--- src/rtl/mux_onehot_reg_if.sv ---
`default_nettype none
// ============================================================================
//  Module      : mux_onehot_reg_if
//  Description : Bus bundle for the registered one-hot multiplexer.
//                Carries the packed data channels, the one-hot select, the
//                valid/clear qualifiers and every registered result.
//  Revision    : 1.0  initial release
// ----------------------------------------------------------------------------
//  Signals
//    iData      NUM_INPUTS*DATA_WIDTH  packed channels, channel k at
//                                      iData[k*DATA_WIDTH +: DATA_WIDTH]
//    select     NUM_INPUTS             one-hot channel select
//    iValid     1                      qualifies select/iData
//    iClrErr    1                      synchronous clear of error state
//    oData      DATA_WIDTH             registered selected data
//    oValid     1                      oData refreshed by a legal select
//    oSelIdx    IDX_WIDTH              index of last legally selected channel
//    oErr       1                      one-cycle illegal-select pulse
//    oErrSticky 1                      sticky illegal-select flag
//    oErrCnt    ERR_CNT_WIDTH          saturating illegal-select count
//  Modports
//    master : drives the inputs, observes the results (source / testbench)
//    slave  : the multiplexer itself
// ============================================================================
interface mux_onehot_reg_if #(
  parameter int DATA_WIDTH    = 32,
  parameter int NUM_INPUTS    = 4,
  parameter int ERR_CNT_WIDTH = 8
);

  localparam int IDX_WIDTH = $clog2(NUM_INPUTS);

  logic [NUM_INPUTS*DATA_WIDTH-1:0] iData;
  logic [NUM_INPUTS-1:0]            select;
  logic                             iValid;
  logic                             iClrErr;
  logic [DATA_WIDTH-1:0]            oData;
  logic                             oValid;
  logic [IDX_WIDTH-1:0]             oSelIdx;
  logic                             oErr;
  logic                             oErrSticky;
  logic [ERR_CNT_WIDTH-1:0]         oErrCnt;

  modport master (
    output iData,
    output select,
    output iValid,
    output iClrErr,
    input  oData,
    input  oValid,
    input  oSelIdx,
    input  oErr,
    input  oErrSticky,
    input  oErrCnt
  );

  modport slave (
    input  iData,
    input  select,
    input  iValid,
    input  iClrErr,
    output oData,
    output oValid,
    output oSelIdx,
    output oErr,
    output oErrSticky,
    output oErrCnt
  );

endinterface
`default_nettype wire

--- src/rtl/mux_onehot_reg.sv ---
`default_nettype none
// ============================================================================
//  Module      : mux_onehot_reg
//  Description : Registered one-hot N-input multiplexer with hold-last-value
//                on illegal selects, a one-cycle error pulse, a sticky error
//                flag and a saturating illegal-select counter. One cycle of
//                latency; the select decode is a parallel AND-OR.
//  Revision    : 1.0  initial release
// ----------------------------------------------------------------------------
//  Parameters
//    DATA_WIDTH     width of each channel and of oData          (default 32)
//    NUM_INPUTS     channel count, legal range 2..16            (default 4)
//    ERR_CNT_WIDTH  width of the saturating error counter       (default 8)
//  Ports
//    clk    input   rising-edge system clock
//    rst_n  input   asynchronous active-low reset, clears every output
//    bus    slave   mux_onehot_reg_if bundle (data, select, qualifiers,
//                   registered results)
//  Build option
//    MUX_PRIO_EN    when defined, a multi-hot select resolves to its lowest
//                   set bit and is treated as legal; all-zero stays illegal.
// ============================================================================
module mux_onehot_reg #(
  parameter int DATA_WIDTH    = 32,
  parameter int NUM_INPUTS    = 4,
  parameter int ERR_CNT_WIDTH = 8
) (
  input  wire logic        clk,
  input  wire logic        rst_n,
  mux_onehot_reg_if.slave  bus
);

  localparam int IDX_WIDTH = $clog2(NUM_INPUTS);

  // --------------------------------------------------------------------------
  // Channel unpacking
  // --------------------------------------------------------------------------
  logic [DATA_WIDTH-1:0] chan [NUM_INPUTS];

  generate
    for (genvar gk = 0; gk < NUM_INPUTS; gk++) begin : g_unpack
      assign chan[gk] = bus.iData[gk*DATA_WIDTH +: DATA_WIDTH];
    end
  endgenerate

  // --------------------------------------------------------------------------
  // Select qualification
  //   grant : the one-hot vector actually fed to the AND-OR decode
  //   legal : grant holds exactly one set bit
  // --------------------------------------------------------------------------
  logic [NUM_INPUTS-1:0] grant;
  logic                  legal;

`ifdef MUX_PRIO_EN
  // x & -x isolates the lowest set bit, so any non-zero select collapses to
  // a single-bit grant without building a priority chain.
  assign grant = bus.select & (~bus.select + NUM_INPUTS'(1));
  assign legal = |bus.select;
`else
  // Clearing the lowest set bit leaves zero only for a power of two, which
  // together with the non-zero test means exactly one bit is set.
  assign grant = bus.select;
  assign legal = (|bus.select) &&
                 ((bus.select & (bus.select - NUM_INPUTS'(1))) == '0);
`endif

  // --------------------------------------------------------------------------
  // Parallel AND-OR decode of data and channel index
  // --------------------------------------------------------------------------
  logic [DATA_WIDTH-1:0] sel_data;
  logic [IDX_WIDTH-1:0]  sel_idx;

  always_comb begin
    sel_data = '0;
    sel_idx  = '0;
    for (int k = 0; k < NUM_INPUTS; k++) begin
      sel_data = sel_data | (chan[k] & {DATA_WIDTH{grant[k]}});
      sel_idx  = sel_idx  | (IDX_WIDTH'(k) & {IDX_WIDTH{grant[k]}});
    end
  end

  // --------------------------------------------------------------------------
  // Next-state logic
  // --------------------------------------------------------------------------
  logic [DATA_WIDTH-1:0]    data_d,   data_q;
  logic                     valid_d,  valid_q;
  logic [IDX_WIDTH-1:0]     idx_d,    idx_q;
  logic                     err_d,    err_q;
  logic                     sticky_d, sticky_q;
  logic [ERR_CNT_WIDTH-1:0] cnt_d,    cnt_q;

  logic take;     // legal capture this edge
  logic illegal;  // qualified illegal select this edge
  logic cnt_full;

  assign take     = bus.iValid &  legal;
  assign illegal  = bus.iValid & ~legal;
  assign cnt_full = (cnt_q == {ERR_CNT_WIDTH{1'b1}});

  always_comb begin
    data_d   = data_q;
    idx_d    = idx_q;
    valid_d  = take;
    err_d    = illegal;
    sticky_d = sticky_q;
    cnt_d    = cnt_q;

    if (take) begin
      data_d = sel_data;
      idx_d  = sel_idx;
    end

    // A concurrent clear and illegal select: the error wins, and the clear
    // still discards the old count so the new error counts as the first.
    if (illegal) begin
      sticky_d = 1'b1;
      if (bus.iClrErr) begin
        cnt_d = ERR_CNT_WIDTH'(1);
      end else if (!cnt_full) begin
        cnt_d = cnt_q + ERR_CNT_WIDTH'(1);
      end
    end else if (bus.iClrErr) begin
      sticky_d = 1'b0;
      cnt_d    = '0;
    end
  end

  // --------------------------------------------------------------------------
  // State registers
  // --------------------------------------------------------------------------
  always_ff @(posedge clk or negedge rst_n) begin
    if (!rst_n) begin
      data_q   <= '0;
      valid_q  <= 1'b0;
      idx_q    <= '0;
      err_q    <= 1'b0;
      sticky_q <= 1'b0;
      cnt_q    <= '0;
    end else begin
      data_q   <= data_d;
      valid_q  <= valid_d;
      idx_q    <= idx_d;
      err_q    <= err_d;
      sticky_q <= sticky_d;
      cnt_q    <= cnt_d;
    end
  end

  // --------------------------------------------------------------------------
  // Outputs
  // --------------------------------------------------------------------------
  assign bus.oData      = data_q;
  assign bus.oValid     = valid_q;
  assign bus.oSelIdx    = idx_q;
  assign bus.oErr       = err_q;
  assign bus.oErrSticky = sticky_q;
  assign bus.oErrCnt    = cnt_q;

endmodule
`default_nettype wire
--- src/flat_wrapper.sv ---
// flat-port wrapper written by rule: the top's interface ports become plain ports
module mux_onehot_reg_flat 
#(
  parameter int DATA_WIDTH    = 32,
  parameter int NUM_INPUTS    = 4,
  parameter int ERR_CNT_WIDTH = 8
)
  (clk, rst_n, bus_iData, bus_select, bus_iValid, bus_iClrErr, bus_oData, bus_oValid, bus_oSelIdx, bus_oErr, bus_oErrSticky, bus_oErrCnt);
  mux_onehot_reg_if #(.DATA_WIDTH(DATA_WIDTH), .NUM_INPUTS(NUM_INPUTS), .ERR_CNT_WIDTH(ERR_CNT_WIDTH)) bus_i ();
  input  wire logic clk;
  input  wire logic rst_n;
  input wire logic [$bits(bus_i.iData)-1:0] bus_iData;
  input wire logic [$bits(bus_i.select)-1:0] bus_select;
  input wire logic [$bits(bus_i.iValid)-1:0] bus_iValid;
  input wire logic [$bits(bus_i.iClrErr)-1:0] bus_iClrErr;
  output wire logic [$bits(bus_i.oData)-1:0] bus_oData;
  output wire logic [$bits(bus_i.oValid)-1:0] bus_oValid;
  output wire logic [$bits(bus_i.oSelIdx)-1:0] bus_oSelIdx;
  output wire logic [$bits(bus_i.oErr)-1:0] bus_oErr;
  output wire logic [$bits(bus_i.oErrSticky)-1:0] bus_oErrSticky;
  output wire logic [$bits(bus_i.oErrCnt)-1:0] bus_oErrCnt;
  assign bus_i.iData = bus_iData;
  assign bus_i.select = bus_select;
  assign bus_i.iValid = bus_iValid;
  assign bus_i.iClrErr = bus_iClrErr;
  assign bus_oData = bus_i.oData;
  assign bus_oValid = bus_i.oValid;
  assign bus_oSelIdx = bus_i.oSelIdx;
  assign bus_oErr = bus_i.oErr;
  assign bus_oErrSticky = bus_i.oErrSticky;
  assign bus_oErrCnt = bus_i.oErrCnt;
  mux_onehot_reg #(.DATA_WIDTH(DATA_WIDTH), .NUM_INPUTS(NUM_INPUTS), .ERR_CNT_WIDTH(ERR_CNT_WIDTH)) u_core (.clk(clk), .rst_n(rst_n), .bus(bus_i));
endmodule
--- config.mk ---
export PLATFORM = sky130hd
export DESIGN_NAME = mux_onehot_reg_flat
export DESIGN_NICKNAME = d
export VERILOG_FILES = /design/src/rtl/mux_onehot_reg_if.sv /design/src/rtl/mux_onehot_reg.sv /design/src/flat_wrapper.sv
export SDC_FILE = /design/constraint.sdc
export NUM_CORES = 1
export LEC_CHECK = 0
export CAP_MARGIN = 20
export CELL_PAD_IN_SITES_DETAIL_PLACEMENT = 0
export CELL_PAD_IN_SITES_GLOBAL_PLACEMENT = 2
export CORE_MARGIN = 1
export CORE_UTILIZATION = 20
export DETAILED_ROUTE_END_ITERATION = 6
export PLACE_DENSITY_LB_ADDON = 0.1
export SLEW_MARGIN = 20
export SYNTH_ARGS = -nofsm -noshare
export SYNTH_HDL_FRONTEND = slang
export SYNTH_SLANG_ARGS = --single-unit
--- constraint.sdc ---
create_clock -name clk -period 4.6 [get_ports clk]
set_input_delay 0.69 -clock clk [delete_from_list [all_inputs] [get_ports clk]]
set_output_delay 0.69 -clock clk [all_outputs]
set_load 0.03 [all_outputs]
[Word level (Yosys, flattened, before mapping)]
Cells that the tools add are included.
Cells by class
  $add $sub $neg: 2
  equality and inequality tests: 2
  muxes and demuxes: 6
  bitwise logic cells: 13
  reduce and logical (&&, ||, !) cells: 5
Operators by type and width (count)
  32-bit bitwise AND: 4
  32-bit bitwise OR: 3
  8-bit 2-to-1 mux: 4
  8-bit by 1-bit adder with 8-bit output, second input constant: 1
  8-bit equality test, second input constant: 1
  4-bit bitwise AND: 1
  4-bit zero test: 1
  4-bit OR reduction: 1
  4-bit by 1-bit subtractor with 4-bit output, second input constant: 1
  1-bit bitwise AND: 2
  1-bit 2-to-1 mux: 2
  2-bit != test, second input constant: 1
  1-bit by 2-bit bitwise OR with 2-bit output: 1
  2-bit bitwise OR: 1
  2-bit AND reduction: 1
  2-bit nonzero test: 1
  1-bit logical AND: 1
  1-bit NOT: 1
Storage, ports and cells
  register bits: 45
  output and inout port bits: 45
  word-level logic and storage cells: 34

[Longest topological paths before layout]
Gate-level depths: netlist (run 1).
  word-level depth: 8
  depth in mapped cells: 7

[Worst setup path after synthesis (run 1)]
No wires, ideal clock.
  path type: input port to flip-flop
  start point: input port bus_select[0]
  end point: register u_core.cnt_q[5] (netlist: u_core.bus.oErrCnt[5])
  setup time: 0.128 ns
  arrival time: 1.931 ns
  required time: 4.472 ns
  slack: 2.541 ns
  stages on the path: 5
  buffers on the path: 1
  cells stage by stage: buf_4 > xor2_1 > a211o_1 > nor4_1 > mux2_1
On the way
  cells in the longest elaborated chain, start to end: 8
  elaborated cells on any way between the ends: 10
  those cells by class: add/sub: 1; mux: 1; bitwise: 3; reduce/logical: 5
Ends and longest elaborated chain
  from (decl): RTL line flat_wrapper.sv:13  | input wire logic [$bits(bus_i.select)-1:0] bus_select;
  4-bit by 1-bit subtractor with 4-bit output: RTL line mux_onehot_reg.sv:64  | ((bus.select & (bus.select - NUM_INPUTS'(1))) == '0);
  4-bit bitwise AND: RTL line mux_onehot_reg.sv:64
  4-bit zero test: RTL line mux_onehot_reg.sv:64
  1-bit logical AND *: RTL line mux_onehot_reg.sv:63  | assign legal = (|bus.select) &&
  1-bit NOT *: RTL line mux_onehot_reg.sv:97  | assign illegal = bus.iValid & ~legal;
  1-bit bitwise AND *: RTL line mux_onehot_reg.sv:97
  2-bit nonzero test (no line)
  2-bit AND reduction (no line)
  to (signal assigned): RTL line mux_onehot_reg.sv:145  | cnt_q <= cnt_d;
  to (decl): RTL line mux_onehot_reg.sv:90  | logic [ERR_CNT_WIDTH-1:0] cnt_d, cnt_q;
Mark *: on every way between the ends. The rest lies on a longest branch, timed or not.
A chain may end at the register's enable or synchronous reset.

[Worst setup path in the final report (run 1)]
  start point: input port bus_select[1]
  end point: register u_core.data_q[0] (netlist: u_core.bus.oData[0])
On the way
  cells in the longest elaborated chain, start to end: 5
  elaborated cells on any way between the ends: 10
  those cells by class: add/sub: 1; bitwise: 6; reduce/logical: 3
Ends and longest elaborated chain
  4-bit by 1-bit subtractor with 4-bit output: RTL line mux_onehot_reg.sv:64
  4-bit bitwise AND: RTL line mux_onehot_reg.sv:64
  4-bit zero test: RTL line mux_onehot_reg.sv:64
  1-bit logical AND: RTL line mux_onehot_reg.sv:63
  1-bit bitwise AND: RTL line mux_onehot_reg.sv:96  | assign take = bus.iValid & legal;
  to (signal assigned): RTL line mux_onehot_reg.sv:140  | data_q <= data_d;
  to (decl): RTL line mux_onehot_reg.sv:85  | logic [DATA_WIDTH-1:0] data_d, data_q;
Parallel ways exist; a longest one is shown, timed or not.

==> results of run 1 <==
[kinds of logic after synthesis]
family                     Yosys count  share of synthesized area (%)
AOI/OAI and AO/OA                  142                           39.2
DFF                                 45                           43.4
buffers and inverters               36                           6.27
and+or+nand+nor                     34                           8.59
muxes                                4                           1.69
xor gates and xnor gates             1                          0.338
adders and majority gates            1                          0.483
[power groups by stage]
stage	clock network (µW)	registers, µW	logic (µW)
2_1_floorplan	0	681	159
3_3_place_gp	0	526	649
3_5_place_dp	0	526	652
4_1_cts	358	522	651
5_1_grt	374	533	687
6_report	346	521	641
[area by class of cell]
| type | count | share of cell area (%) |
|---|---|---|
| Timing Repair Buffer | 187 | 39.5 |
| Multi-Input combinational cell | 182 | 28.2 |
| Sequential cell | 45 | 24.3 |
| Tap cell | 172 | 4.64 |
| Clock buffer | 8 | 2.94 |
| Inverter | 5 | 0.405 |
| Antenna cell | 1 | 0.0540 |
[stage by stage]
step / total power (µW) / cells / utilization [%] / setup WS, ps / hold WS (ps)
finish: 1510 / 600 / 36.7 / 1810 / 509
global route: 1590 / 599 / 36.7 / 1620 / 562
CTS: 1530 / 599 / 36.7 / 1800 / 532
detailed placement: 1180 / 591 / 35.6 / 1510 / 524
global placement: 1170 / 591 / 35.6 / 1620 / 503
floorplan: 840 / 263 / - / 2540 / 394
[state kept, by name, summed over array words and instances (netlist names)]
name                   flops
u_core.bus.oSelIdx         2
u_core.bus.oErr            1
u_core.bus.oErrCnt         8
u_core.bus.oErrSticky      1
u_core.bus.oValid          1
u_core.bus.oData          32
[routing by layer]
metal | wire (µm) | track usage, %
met5 | 0 | 0
met4 | 74 | 3.33
met3 | 790 | 4.24
met2 | 4970 | 25.4
met1 | 4330 | 18.4
[worst paths after layout]
kind                       slack (ps)  cells past startpoint                   from               endpoint
min                               510                      2                  rst_n  u_core.bus.oErrCnt[2]
min reg2reg                       520                      2  u_core.bus.oErrSticky  u_core.bus.oErrSticky
min in group clk                  520                      2  u_core.bus.oErrSticky  u_core.bus.oErrSticky
max                              1810                      6          bus_select[1]    u_core.bus.oData[0]
max reg2reg                      2840                      5  u_core.bus.oErrCnt[0]  u_core.bus.oErrCnt[5]
max in group asynchronous        3670                      2                  rst_n   u_core.bus.oData[25]
[cell usage in the layout, fill, tap and decap left out, types with 2 or more instances in the layout]
| cell | n |
|---|---|
| dfrtp_1 | 45 |
| a221oi_1 | 32 |
| a21oi_1 | 34 |
| clkbuf_16 | 5 |
| a22o_1 | 32 |
| clkdlybuf4s50_1 | 175 |
| inv_1 | 4 |
| nor2_1 | 9 |
| nand2_1 | 5 |
| o21ai_0 | 5 |
| nand3_1 | 3 |
| buf_2 | 5 |
| nor3_1 | 3 |
| nand2b_1 | 2 |
| nor2b_1 | 3 |
| mux2_1 | 3 |
| clkbuf_1 | 3 |
| buf_4 | 7 |
| and4b_1 | 2 |
| a31oi_1 | 34 |
| nor4b_4 | 2 |
| nor4_1 | 2 |
[worst reg2reg max path, cell delays in order, from the launching register on]
cell and delay (ps):
dfrtp_1 420, ha_1 240, nand2_1 110, nor3_1 440
nor4_1 110, mux2_1 330
==> summary.txt, run 1 <==
Status: finished, final reports clean
Ys Warns: 0
Die ar.: 13400 µm²
Area grow syn2layout: 78.7%
# IOs: 181
Async SR Flop Fraction: 100%
Post-CTS Setup Repair Bufs: 0
Hpwl dp: 7540 µm
Net load switching power: 523 µW
Part of the cycle the worst path needs: 60.7%
Placement Cell Area: 4490 µm²
Slew headroom: 58.6%
Final Wtd Congestion: 0.722
Synth Register Bits: 45
Fmax: 358 MHz
Count leader, synth: dfrtp_1
Slowest stage delay, CP: 710 ps
Syn avg cell area: 9.86 µm²
Die width: 116 µm
Hold Fails Final Rpt: 0
Unrepaired setup endpoints after global routing: false
Cell family with most CP delay: buffers and inverters
Slew @ Worst Pin: 621 ps
Skew final: 2.52 ps
Final worst path period need: 2790 ps
Synth unique cells: 34
Synth Flop Type: dfrtp_1
First-pass GRT wire length: 15100 µm
Power share of the clock group: 22.9%
Mapped Cells: 263
Critical path, cell by cell: clkdlybuf4s50_1 -> nor4b_4 -> a211o_2 -> buf_4 -> a21oi_1 -> a31oi_1
Clock Pin Slew Worst Setup and Hold Paths: 60 ps
CTS tree: built
Worst Path Arrival: 2990 ps
Clock Latency Late Sink: 280 ps
Finished Cell Area: 4630 µm²
Clk Tree Root Cell: clkbuf_16
Sink Count: 45
Yosys top cell area share: 43.4%
Drt pass-1 iters: 4
Kind of end point of the critical path: register
Final wirelength: 10200 µm
Synth Cell Area: 2590 µm²
Post-route setup TNS: 0 ps
DRC: 0
Post-CTS sizing: 0
Yosys top cell by area: dfrtp_1
Register share of total power: 34.5%
Post-CTS Hold Fix Bufs: 0
Number of synthesized flops with an enable pin: 0
DR vias/cell: 4.76
TritonCTS Buffers: 5
Nets: 563
DR WL/cell: 16.9 µm
DR vias: 2855
Cell row count: 41
Port Buffers: 180
Die Span Y: 116 µm
Clock buffer depth: 2
Slowest-stage cell, CP: clkdlybuf4s50_1
Worst path required time: 4800 ps
Logic pwr share: 42.5%
Largest net degree at the start of global routing: 46
Max cap viols: 0
Power Density: 325 nW/µm²
Total GRT Usage: 14.8%
Sequential standard cell area: 1130 µm²
Worst vdd ir: 140 µV
Drt initial violations: 121
Leak Pwr: 0.00176 µW
FILL cells: 1322
Initial antenna violation count: 1
Sw Ratio: 34.7%
Hold Crit Class: in2async
Core ar.: 12600 µm²
Internal power: 984 µW
Startpoint types: input pin
Post-route ant nets: 0
Initial Util: 20.5%
Buffers and inverters on the worst path: 2
Slew Viols, Final: 0
CTS HTree Levels: 2
Post-Syn Nets: 400
Proportion of layout cells with a drive suffix above 1: 5.62%
Final setup vio count: 0
Register area share after synthesis: 43.4%
Grt total ovfl: 0
Top cells by area, synth: dfrtp_1 (43%), a221oi_1 (11%), a22o_1 (11%), a31oi_1 (8.2%), a21oi_1 (6.6%)
Maximum fanout along the worst path: 40
Multi-input logic area: 1310 µm²
Crit path kind: in2reg
Vias in the first global route: 2785
Synth cell count leaders: dfrtp_1 (45), a21oi_1 (34), a31oi_1 (34), a221oi_1 (32), a22o_1 (32)
Note: power is estimated with default switching activity, not from simulation.
==> inputs of run 2 (changes only) <==
--- a/config.mk
+++ b/config.mk
@@ -9,7 +9,7 @@
 export CELL_PAD_IN_SITES_DETAIL_PLACEMENT = 0
 export CELL_PAD_IN_SITES_GLOBAL_PLACEMENT = 2
 export CORE_MARGIN = 1
-export CORE_UTILIZATION = 20
+export CORE_UTILIZATION = 19
 export DETAILED_ROUTE_END_ITERATION = 6
 export PLACE_DENSITY_LB_ADDON = 0.1
 export SLEW_MARGIN = 20
==> constraint.sdc (replaced) <==
create_clock -name clk -period 2.7 [get_ports clk]
set_input_delay 0.405 -clock clk [delete_from_list [all_inputs] [get_ports clk]]
set_output_delay 0.405 -clock clk [all_outputs]
set_load 0.03 [all_outputs]
==> run 2 against run 1 <==
Effect of this change: via count up 2.1%; cell area up 0.89%; core utilization down 1.6 points; critical path depth up 1; worst hold slack worse by 290 ps; sequential power up 70%; setup slack worse by 1300 ps; clock-buffer cell count down 1; non-clock buffer count up 2.
==> summary.txt, run 2 (same netlist as run 1, synthesis figures left out) <==
DR vias: 2914 (+2.1%)
Grt total ovfl: 0 (unchanged)
# IOs: 181 (unchanged)
Cells after DPL: 597 (+1.0%)
Multi-input logic area: 1310 µm² (unchanged)
Buffers and inverters on the worst path: 2 (unchanged)
Most common cell after layout, fill and taps aside: clkdlybuf4s50_1
Placement Cell Area: 4530 µm² (+0.84%)
RR Startpoint: u_core.bus.oErrCnt[0]
Initial antenna violation count: 2 (+1)
CP startpoint: bus_select[0]
Drt initial violations: 83 (-31%)
Final setup vio count: 0 (unchanged)
ANT cells: 0 (-1)
Slew @ Worst Pin: 621 ps (-0.330 ps)
CTS tree: built
Clock Latency Late Sink: 290 ps (about the same)
Area grow syn2layout: 80.3%
Final Util: 35.2% (-1.6 points)
Power Density: 558 nW/µm² (+71%)
Post-CTS Setup Repair Bufs: 0 (unchanged)
Final worst-path setup slack: 536 ps (-1270 ps)
Hold Crit Class: in2async
Slowest-stage cell, CP: clkdlybuf4s50_1
Clock buffer depth: 2 (unchanged)
Critical path, cell by cell: clkdlybuf4s50_1 -> xor2_1 -> a211oi_2 -> nand2_1 -> inv_2 -> and4bb_1 -> mux2_1
Post-CTS sizing: 0 (unchanged)
Worst vdd ir: 213 µV (+52%)
Port Buffers: 180 (unchanged)
Die ar.: 14100 µm² (+5.2%)
Hold Fails Final Rpt: 0 (unchanged)
TritonCTS Buffers: 5 (unchanged)
First-pass GRT wire length: 16400 µm (+8.2%)
Kind of end point of the critical path: register
Final Wtd Congestion: 0.695 (-3.8%)
Finished Cell Area: 4670 µm² (+0.89%)
Total GRT Usage: 15.1% (+0.30 points)
DR WL/cell: 17.8 µm (+5.0%)
Crit path kind: in2reg
Die width: 119 µm (+2.6%)
Max FFs per register: 32 (unchanged)
Unrepaired setup endpoints after global routing: false
Max cap viols: 0 (unchanged)
Slew headroom: 58.6% (about the same)
Finished Layout Cells: 604 (+0.67%)
Slowest stage delay, CP: 660 ps (-50 ps)
CTS HTree Levels: 2 (unchanged)
Status: finished, final reports clean
Worst path required time: 2870 ps (-1930 ps)
Nets: 565 (+0.36%)
Maximum fanout along the worst path: 8 (-80%)
Hpwl dp: 7900 µm (+4.8%)
Proportion of layout cells with a drive suffix above 1: 6.07% (+0.45 points)
Skew final: 2.45 ps (-0.0763 ps)
Leak Pwr: 0.00178 µW (+1.0%)
Clk Tree Root Cell: clkbuf_16
Worst Path Arrival: 2330 ps (-660 ps)
Most frequent cells in the layout: clkdlybuf4s50_1 (176), dfrtp_1 (45), a21oi_1 (34), a31oi_1 (34)
Post-route setup TNS: 0 ps (unchanged)
Fmax: 462 MHz
Flop2flop setup slack: 940 ps (-1900 ps)
FILL cells: 1381 (+4.5%)
Startpoint types: input pin
Initial Util: 19.5% (-1.0 points)
DR vias/cell: 4.82 (+1.4%)
Die Span Y: 119 µm (+2.6%)
DRC: 0 (unchanged)
Worst slack, placed: 215 ps (-1290 ps)
Part of the cycle the worst path needs: 80.1%
Clock Pin Slew Worst Setup and Hold Paths: 60 ps (about the same)
Slew Viols, Final: 0 (unchanged)
Sink Count: 45 (unchanged)
R2R depth: 5 (unchanged)
Final worst path period need: 2160 ps
Reg-to-Reg End: u_core.bus.oErrCnt[5]
Sequential standard cell area: 1130 µm² (unchanged)
Final wirelength: 10700 µm (+5.7%)
Worst setup path end: u_core.bus.oErrCnt[4]
Critical Path Stages: 7 (+1)
Post-route ant nets: 0 (unchanged)
Drt pass-1 iters: 4 (unchanged)
Core ar.: 13300 µm² (+5.4%)
Vias in the first global route: 2924 (+5.0%)
Cell row count: 42 (+2.4%)
Post-CTS Hold Fix Bufs: 0 (unchanged)
Cell family with most CP delay: buffers and inverters
Largest net degree at the start of global routing: 67 (+46%)
## run 2: worst min-delay path by stage
stage | cells past startpoint | endpoint | slack, ps
after floorplan | 0 | u_core.bus.oData[0] | 110
after global placement | 2 | u_core.bus.oData[29] | 530
after detailed placement | 2 | u_core.bus.oSelIdx[1] | 520
after CTS | 2 | u_core.bus.oErrCnt[5] | 250
after global routing | 2 | u_core.bus.oErrCnt[6] | 280
final | 2 | u_core.bus.oErrCnt[6] | 220
## run 2: stage by stage
step | power, µW | hold WS, ps
4_1_cts | 2650 | 251
3_5_place_dp | 2020 | 522
2_1_floorplan | 1430 | 109
6_report | 2610 | 218
3_3_place_gp | 2010 | 528
5_1_grt | 2750 | 276
## run 2: layer usage
layer  wire [µm]  GRT usage, %  vias to the layer above
li1            -             -                     1397
met1        4660          19.1                     1370
met2        5070          24.7                      129
met3         758          3.88                       16
met4         253          5.54                        2
met5           8             0                        -
## run 2: final cells by class
cell class | instances | area share [%]
repair buffers | 189 | 39.8
multi-input cells | 182 | 27.9
flip-flops and latches | 45 | 24.1
well taps | 176 | 4.71
clock buffers | 7 | 3.05
inverters | 5 | 0.401
## run 2: worst register-to-register path, delay by kind of cell (launching register included)
kind	cells	cell delay [ps]
simple gates	3	670
fa+ha+maj	1	240
flops	1	420
mux	1	330
## run 2: power by group
group | switching (µW) | total, µW | internal, µW
logic | 573 | 1100 | 530
registers | 78.0 | 886 | 808
clock network | 253 | 617 | 364
==> inputs of run 3 (changes only) <==
--- a/config.mk
+++ b/config.mk
@@ -9,7 +9,7 @@
 export CELL_PAD_IN_SITES_DETAIL_PLACEMENT = 0
 export CELL_PAD_IN_SITES_GLOBAL_PLACEMENT = 2
 export CORE_MARGIN = 1
-export CORE_UTILIZATION = 19
+export CORE_UTILIZATION = 17
 export DETAILED_ROUTE_END_ITERATION = 6
 export PLACE_DENSITY_LB_ADDON = 0.1
 export SLEW_MARGIN = 20
==> constraint.sdc (replaced) <==
create_clock -name clk -period 1.9 [get_ports clk]
set_input_delay 0.285 -clock clk [delete_from_list [all_inputs] [get_ports clk]]
set_output_delay 0.285 -clock clk [all_outputs]
set_load 0.03 [all_outputs]
==> run 3 against run 2 <==
Effect of this change: the run now ends with design-rule violations left; largest power group unchanged; final cell count is 3.0% higher; sequential cell count stayed put; sequential share of layout area down 0.30 points; first-iteration DRC count rose by 17%; routed wire length rose by 3.6%.
==> summary.txt, run 3 (same netlist as run 1, synthesis figures left out) <==
Die Span Y: 125 µm (+5.6%)
Hold WS: 98.8 ps (-119 ps)
Core ar.: 14700 µm² (+11%)
Slowest-stage cell, CP: clkdlybuf4s50_1
Post-route setup TNS: 0 ps (unchanged)
Final worst-path setup slack: 116 ps (-420 ps)
CTS HTree Levels: 2 (unchanged)
RR Startpoint: u_core.bus.oErrCnt[1]
Maximum fanout along the worst path: 9 (+1)
Unrepaired setup endpoints after global routing: false
Final Wtd Congestion: 0.675 (-2.9%)
Initial antenna violation count: 2 (unchanged)
Post-CTS Setup Repair Bufs: 0 (unchanged)
Reg-to-Reg End: u_core.bus.oErrCnt[5]
Largest net degree at the start of global routing: 65 (-3.0%)
Slew @ Worst Pin: 634 ps (+13.8 ps)
DRC: 3 (+3)
Buffers and inverters on the worst path: 1 (-1)
Port Buffers: 180 (unchanged)
# IOs: 181 (unchanged)
Final setup vio count: 0 (unchanged)
Slowest stage delay, CP: 730 ps (+70 ps)
Drt initial violations: 97 (+17%)
Crit path kind: reg2out
DR vias/cell: 4.72 (-2.3%)
Hold Fails Final Rpt: 0 (unchanged)
Drt pass-1 iters: 6 (+2)
Leak Pwr: 0.00182 µW (+2.2%)
Most common cell after layout, fill and taps aside: clkdlybuf4s50_1
Initial Util: 17.6% (-1.9 points)
Fmax: 560 MHz
Final Util: 32.2% (-3.0 points)
DR WL/cell: 17.9 µm (+0.59%)
Most frequent cells in the layout: clkdlybuf4s50_1 (174), dfrtp_1 (45), a21oi_1 (34), a31oi_1 (34)
Slew headroom: 57.7% (-0.92 points)
Worst vdd ir: 357 µV (+68%)
Post-route ant nets: 0 (unchanged)
Hpwl dp: 8320 µm (+5.3%)
CTS tree: built
Max cap viols: 0 (unchanged)
Failing checks: design-rule violations
Part of the cycle the worst path needs: 93.9%
Power Density: 785 nW/µm² (+41%)
Clk Tree Root Cell: clkbuf_16
Clock buffer depth: 2 (unchanged)
DR vias: 2933 (+0.65%)
Worst Path Arrival: 1500 ps (-830 ps)
R2R depth: 5 (unchanged)
Final wirelength: 11100 µm (+3.6%)
Clock Pin Slew Worst Setup and Hold Paths: 60 ps (about the same)
Post-CTS sizing: 0 (unchanged)
Max FFs per register: 32 (unchanged)
Sink Count: 45 (unchanged)
Cell row count: 44 (+4.8%)
Startpoint types: register
Proportion of layout cells with a drive suffix above 1: 8.47% (+2.4 points)
Worst slack, placed: 67.2 ps (-148 ps)
Vias in the first global route: 2964 (+1.4%)
Clock Latency Late Sink: 290 ps (about the same)
Die ar.: 15700 µm² (+12%)
Cell family with most CP delay: buffers and inverters
Worst path required time: 1620 ps (-1250 ps)
Status: finished, violations left
Nets: 573 (+1.4%)
Critical path, cell by cell: clkdlybuf4s50_1
Post-CTS Hold Fix Bufs: 0 (unchanged)
Kind of end point of the critical path: output pin
Flop2flop setup slack: 300 ps (-640 ps)
Final worst path period need: 1780 ps
Final total power: 3710 µW (+42%)
Slew Viols, Final: 0 (unchanged)
Area grow syn2layout: 82.6%
Skew final: 1.70 ps (-0.745 ps)
Grt total ovfl: 0 (unchanged)
First-pass GRT wire length: 17100 µm (+4.5%)
TritonCTS Buffers: 5 (unchanged)
Total GRT Usage: 14.2% (-0.94 points)
Die width: 125 µm (+5.6%)
Hold Crit Class: in2async
-- run 3: cell count changes in the layout (fill, tap and decap cells not counted) --
cell,previous run,this run
diode_2,0,1
buf_4,8,16
clkinv_2,0,2
clkbuf_8,1,0
buf_2,4,6
clkdlybuf4s50_1,176,174
-- run 3: how the worst max path moves through the flow --
stage                                startpoint                    end  cells past startpoint
after floorplan           u_core.bus.oErrCnt[0]  u_core.bus.oErrCnt[5]                      5
after CTS                 u_core.bus.oErrCnt[3]         bus_oErrCnt[3]                      1
after global placement            bus_select[3]  u_core.bus.oErrCnt[4]                      7
after detailed placement          bus_select[3]  u_core.bus.oErrCnt[5]                      5
after global routing      u_core.bus.oErrCnt[3]         bus_oErrCnt[3]                      1
final                     u_core.bus.oErrCnt[3]         bus_oErrCnt[3]                      1
-- run 3: report_power, final --
group / leakage (µW) / internal, µW / switching [µW]
Sequential: 0.000507 / 1150 / 110
Combinational: 0.00124 / 764 / 823
Clock: 0.0000706 / 484 / 384
Total: 0.00182 / 2400 / 1320
-- run 3: final cells by class --
type                    instances  area (µm²)
diodes                          1        2.50
clock buffers                   6         129
clock inverters                 2        10.0
fillers                      1541        9970
inverters                       5        18.8
multi-input cells             182        1310
flip-flops and latches         45        1130
well taps                     184         230
repair buffers                197        1910
-- run 3: metal layers --
layer  routed length [µm]  vias to the layer above  track usage, %
met5                   13                        -               0
met4                  138                        2            3.73
met3                  785                       12            4.41
met2                 5470                      116            24.2
met1                 4720                     1389            17.1
li1                     -                     1414               -
-- run 3: per-stage QoR --
stage	cell area, µm²	std cells
floorplan	2590	263
global placement	4590	613
detailed placement	4590	613
CTS	4730	621
global route	4730	622
finish	4730	622
